$ cat config.mk
export PLATFORM = sky130hd
export DESIGN_NAME = vga_sync_module
export DESIGN_NICKNAME = d
export VERILOG_FILES = /design/src/rtl/vga_sync_module.sv
export SDC_FILE = /design/constraint.sdc
export NUM_CORES = 1
export LEC_CHECK = 0
export CORE_MARGIN = 2
export CORE_UTILIZATION = 47
export CTS_CLUSTER_DIAMETER = 50
export CTS_CLUSTER_SIZE = 28
export DETAILED_ROUTE_END_ITERATION = 6
export GPL_TIMING_DRIVEN = 0
export PLACE_DENSITY = 0.71
export SKIP_CTS_REPAIR_TIMING = 1
export SLEW_MARGIN = 0
export SYNTH_ARGS = -nofsm -noshare
export SYNTH_HDL_FRONTEND = slang
export SYNTH_SLANG_ARGS = --single-unit
export TNS_END_PERCENT = 1
$ cat constraint.sdc
create_clock -name VGA_CLK -period 2.6 [get_ports VGA_CLK]
set_input_delay 0.52 -clock VGA_CLK [delete_from_list [all_inputs] [get_ports VGA_CLK]]
set_output_delay 0.52 -clock VGA_CLK [all_outputs]
set_load 0.1 [all_outputs]
$ cat src/rtl/vga_sync_module.sv
// VGA timing generator: pixel/line counters with registered visible, X/Y, sync and frame-start decodes.
// Build macro VGA_SYNC_PIPE_ALIGN_EN adds one register stage on HSYNC, VSYNC and FRAME_START.
module vga_sync_module #(
   parameter int H_VISIBLE = 640,
   parameter int H_FRONT   = 16,
   parameter int H_SYNC    = 96,
   parameter int H_BACK    = 48,
   parameter int V_VISIBLE = 480,
   parameter int V_FRONT   = 10,
   parameter int V_SYNC    = 2,
   parameter int V_BACK    = 33
) (
   input  logic       VGA_CLK,
   input  logic       RST,
   input  logic       EN,
   output logic [9:0] X,
   output logic [9:0] Y,
   output logic       valid,
   output logic       HSYNC,
   output logic       VSYNC,
   output logic       FRAME_START
);
   localparam int H_TOTAL = H_VISIBLE + H_FRONT + H_SYNC + H_BACK;
   localparam int V_TOTAL = V_VISIBLE + V_FRONT + V_SYNC + V_BACK;
   localparam int HW      = $clog2(H_TOTAL);
   localparam int VW      = $clog2(V_TOTAL);

   localparam logic [HW-1:0] H_LAST     = HW'(H_TOTAL - 1);
   localparam logic [HW-1:0] H_VIS_END  = HW'(H_VISIBLE);
   localparam logic [HW-1:0] H_SYNC_BEG = HW'(H_VISIBLE + H_FRONT);
   localparam logic [HW-1:0] H_SYNC_END = HW'(H_VISIBLE + H_FRONT + H_SYNC);
   localparam logic [VW-1:0] V_LAST     = VW'(V_TOTAL - 1);
   localparam logic [VW-1:0] V_VIS_END  = VW'(V_VISIBLE);
   localparam logic [VW-1:0] V_SYNC_BEG = VW'(V_VISIBLE + V_FRONT);
   localparam logic [VW-1:0] V_SYNC_END = VW'(V_VISIBLE + V_FRONT + V_SYNC);

   logic [HW-1:0] h_cnt;
   logic [VW-1:0] v_cnt;
   logic          vis_d;
   logic          hs_d;
   logic          vs_d;
   logic          fs_d;
   logic          hs_q;
   logic          vs_q;
   logic          fs_q;

   // The line counter steps on the same edge the pixel counter wraps.
   always_ff @(posedge VGA_CLK) begin
      if (RST) begin
         h_cnt <= '0;
         v_cnt <= '0;
      end else if (EN) begin
         if (h_cnt == H_LAST) begin
            h_cnt <= '0;
            v_cnt <= (v_cnt == V_LAST) ? '0 : v_cnt + 1'b1;
         end else begin
            h_cnt <= h_cnt + 1'b1;
         end
      end
   end

   always_comb begin
      vis_d = (h_cnt < H_VIS_END) && (v_cnt < V_VIS_END);
      hs_d  = !((h_cnt >= H_SYNC_BEG) && (h_cnt < H_SYNC_END));
      vs_d  = !((v_cnt >= V_SYNC_BEG) && (v_cnt < V_SYNC_END));
      fs_d  = (h_cnt == '0) && (v_cnt == '0);
   end

   // Frame start is cleared on hold so a frozen (0,0) never repeats the pulse.
   always_ff @(posedge VGA_CLK) begin
      if (RST) begin
         X     <= '0;
         Y     <= '0;
         valid <= 1'b0;
         hs_q  <= 1'b1;
         vs_q  <= 1'b1;
         fs_q  <= 1'b0;
      end else if (EN) begin
         X     <= vis_d ? 10'(h_cnt) : '0;
         Y     <= vis_d ? 10'(v_cnt) : '0;
         valid <= vis_d;
         hs_q  <= hs_d;
         vs_q  <= vs_d;
         fs_q  <= fs_d;
      end else begin
         fs_q  <= 1'b0;
      end
   end

`ifdef VGA_SYNC_PIPE_ALIGN_EN
   logic hs_p;
   logic vs_p;
   logic fs_p;

   // Extra stage lines syncs up with the registered RGB path downstream.
   always_ff @(posedge VGA_CLK) begin
      if (RST) begin
         hs_p <= 1'b1;
         vs_p <= 1'b1;
         fs_p <= 1'b0;
      end else if (EN) begin
         hs_p <= hs_q;
         vs_p <= vs_q;
         fs_p <= fs_q;
      end else begin
         fs_p <= 1'b0;
      end
   end

   assign HSYNC       = hs_p;
   assign VSYNC       = vs_p;
   assign FRAME_START = fs_p;
`else
   assign HSYNC       = hs_q;
   assign VSYNC       = vs_q;
   assign FRAME_START = fs_q;
`endif

endmodule
==> flow_summary_export.csv <==
group,metric,value,unit
status,status,"finished, final reports clean",
sta,min_period,2.31,ns
sta,max_slew_margin,0.347,
synth,synth_edf_count,0,
floorplanning,die_x,66,µm
layout,area_growth,23.1,%
clock_tree,cts_tree,"built",
routing,drt_iter0_drc,80,
critical_path,rr_worst_depth,6,
placed_design,dp_hpwl,2790,µm
synth,syn_nets,195,
sta,clock.fmax,433,MHz
clock_tree,numCtsBuffers,5,
critical_path,setup.worst_path.end,"HSYNC",
routing,wirelength,4000,µm
routing,drtAntennaViolNets,0,
grt,grt_max_degree,14,
grt,grt_pass1_wl,6980,µm
critical_path,crit_buf_inv,1,
critical_path,end_kind,"output pin",
critical_path,worstPathArrival,1.79,ns
grt,antenna_found_initial,0,
sta,setup_tns,0,ns
layout,layout_commonest_cell,"dfxtp_1",
routing,vias,1523,
synth,synth.avg_cell_area,9.61,µm²
synth,synth_area,1810,µm²
critical_path,reg2reg_from,"h_cnt[0]",
routing,drc_errors,0,
synth,async_reset_ff_frac,0,
critical_path,r2r-end,"v_cnt[7]",
routing,vias_per_cell,5.66,
flow_run,cap_violations,0,
clock_tree,insertion_delay,0.30,ns
sta,min_period_over_period,0.889,
floorplanning,initial_core_util,0.490,
floorplanning,coreArea,3690,µm²
layout,layout.cells.non_filler,269,
critical_path,cp-startpoint,"HSYNC",
synth,yosysWarnings,0,
routing,wl_per_cell,14.9,µm
power_and_ir_drop,irDropWorstVdd,0.398,mV
synth,yosysSeqAreaShare,0.488,
layout,drive_gt1_frac,0.0724,
clock_tree,cts_buffer_depth,2,
clock_tree,clock-sinks,44,
synth,yosysUniqueCellTypes,38,
layout,most-common-layout-cells,"dfxtp_1 (44), clkdlybuf4s50_1 (25), nor2_1 (19), a22o_1 (19), nand2_1 (9)",
sta,rsz0062_at_grt,"false",
hold_path,hold_class,"reg2reg",
grt,grt_overflow_total,0,
placed_design,portBuffers,25,
power_and_ir_drop,power.density,575,nW/µm²
critical_path,crit_chain,"clkdlybuf4s50_1",
synth,synthFlopType,"dfxtp_1",
sta,worst_slew_pin_slew,0.977,ns
placed_design,place_worst_setup_slack,0.304,ns
floorplanning,io_pins,27,
critical_path,criticalPathCategory,"reg2out",
critical_path,cp_max_fo,2,
floorplanning,die_y,66,µm
sta,setup_viol,0,
synth,synthCells,188,
floorplanning,row_count,22,
critical_path,crit_slowest_cell,"clkdlybuf4s50_1",
routing,drtPass1Iterations,4,
floorplanning,die-area,4360,µm²
critical_path,cp.required,2.08,ns
clock_tree,clockRootBuffer,"clkbuf_8",
layout,antenna_cells,0,
critical_path,cp_top_family,"buffers and inverters",
critical_path,regToRegSetupSlack,0.38,ns
critical_path,cp.depth,1,
sta,setup_slack,0.289,ns
grt,grt_usage,0.207,
critical_path,cp_slowest_stage_delay,1.14,ns
synth,ys_ff_latch,44,
sta,slew_viol_final,0,
critical_path,worstSetupStartpointType,"register",
placed_design,gp_congestion,0.844,
placed_design,dp.cells,261,
layout,final_nets,227,
sta,skew,0.00542,ns
clock_tree,cts.clk_slew.worst_paths,0.08,ns
power_and_ir_drop,total_leakage_power,0.820,nW
grt,grt_pass1_vias,1510,
sta,hold_viol_final,0,
clock_tree,cts-htree-levels,2,
==> worst min path at each step <==
stage | from | endpoint | cells after the start
after floorplan | v_cnt[7] | v_cnt[7] | 2
after global placement | valid | valid | 1
after detailed placement | Y[9] | Y[9] | 1
after CTS | Y[9] | Y[9] | 1
after global routing | Y[9] | Y[9] | 1
final | Y[9] | Y[9] | 1
==> stage by stage <==
step | cell area [µm²] | hold WS (ns) | utilization | power [mW]
floorplan | 1810 | 0.468 | - | 0.760
global placement | 2120 | 0.438 | 0.574 | 0.779
detailed placement | 2120 | 0.448 | 0.574 | 0.781
CTS | 2220 | 0.470 | 0.603 | 1.29
global route | 2220 | 0.480 | 0.603 | 1.32
finish | 2220 | 0.471 | 0.603 | 1.28
==> final cells by class <==
cell class,count,area (µm²)
Buffer,13,62.6
Tap cell,48,60.1
Clock buffer,6,72.6
Clock inverter,2,35.0
Inverter,5,18.8
Timing Repair Buffer,25,250
Multi-Input combinational cell,126,845
Fill cell,358,1460
Sequential cell,44,881
==> per-layer routing <==
| metal | global-route usage | vias to the layer above | routed length (µm) |
|---|---|---|---|
| met3 | 0.0460 | 7 | 165 |
| met2 | 0.348 | 44 | 1900 |
| met1 | 0.260 | 729 | 1870 |
| li1 | - | 743 | - |
| met5 | 0 | - | 0 |
| met4 | 0.0740 | 0 | 62 |
==> Yosys cell counts (all sizes together), types with 2 or more instances <==
library cell | instances | area share
a21oi | 8 | 0.022
a22o | 19 | 0.092
and2 | 2 | 0.0069
and3 | 3 | 0.010
and4 | 2 | 0.0097
buf | 5 | 0.017
clkbuf | 8 | 0.017
dfxtp | 44 | 0.49
ha | 4 | 0.028
inv | 5 | 0.010
mux2i | 3 | 0.017
nand2 | 9 | 0.019
nand2b | 2 | 0.0069
nand3 | 7 | 0.019
nand4 | 4 | 0.017
nor2 | 19 | 0.039
nor2b | 2 | 0.0069
nor3 | 5 | 0.014
nor4 | 6 | 0.021
o21ai | 3 | 0.0083
o31ai | 2 | 0.0083
o41ai | 2 | 0.0097
or3 | 3 | 0.013
or4 | 2 | 0.0083
or4b | 2 | 0.011
xnor2 | 5 | 0.024
xor2 | 5 | 0.024
==> registers in the layout, indices dropped and copies added (netlist names) <==
name         flops
FRAME_START      1
Y               10
h_cnt           10
VSYNC            1
X               10
HSYNC            1
v_cnt           10
valid            1
==> report_power, final <==
part | internal, mW | leakage [nW] | switching [mW]
logic | 0.0206 | 0.409 | 0.0574
clock network | 0.285 | 0.0552 | 0.229
registers | 0.680 | 0.355 | 0.00631
total | 0.986 | 0.820 | 0.293
==> kinds of logic after synthesis <==
family                   after synthesis  share of synthesized area
flip-flops                            44                      0.488
adder cells (fa/ha/maj)                4                     0.0277
buffers and inverters                 18                     0.0450
AO/OA/AOI/OAI                         37                      0.154
multiplexers                           3                     0.0166
AND/OR/NAND/NOR                       72                      0.220
XOR/XNOR                              10                     0.0485
Note: power is estimated with default switching activity, not from simulation.
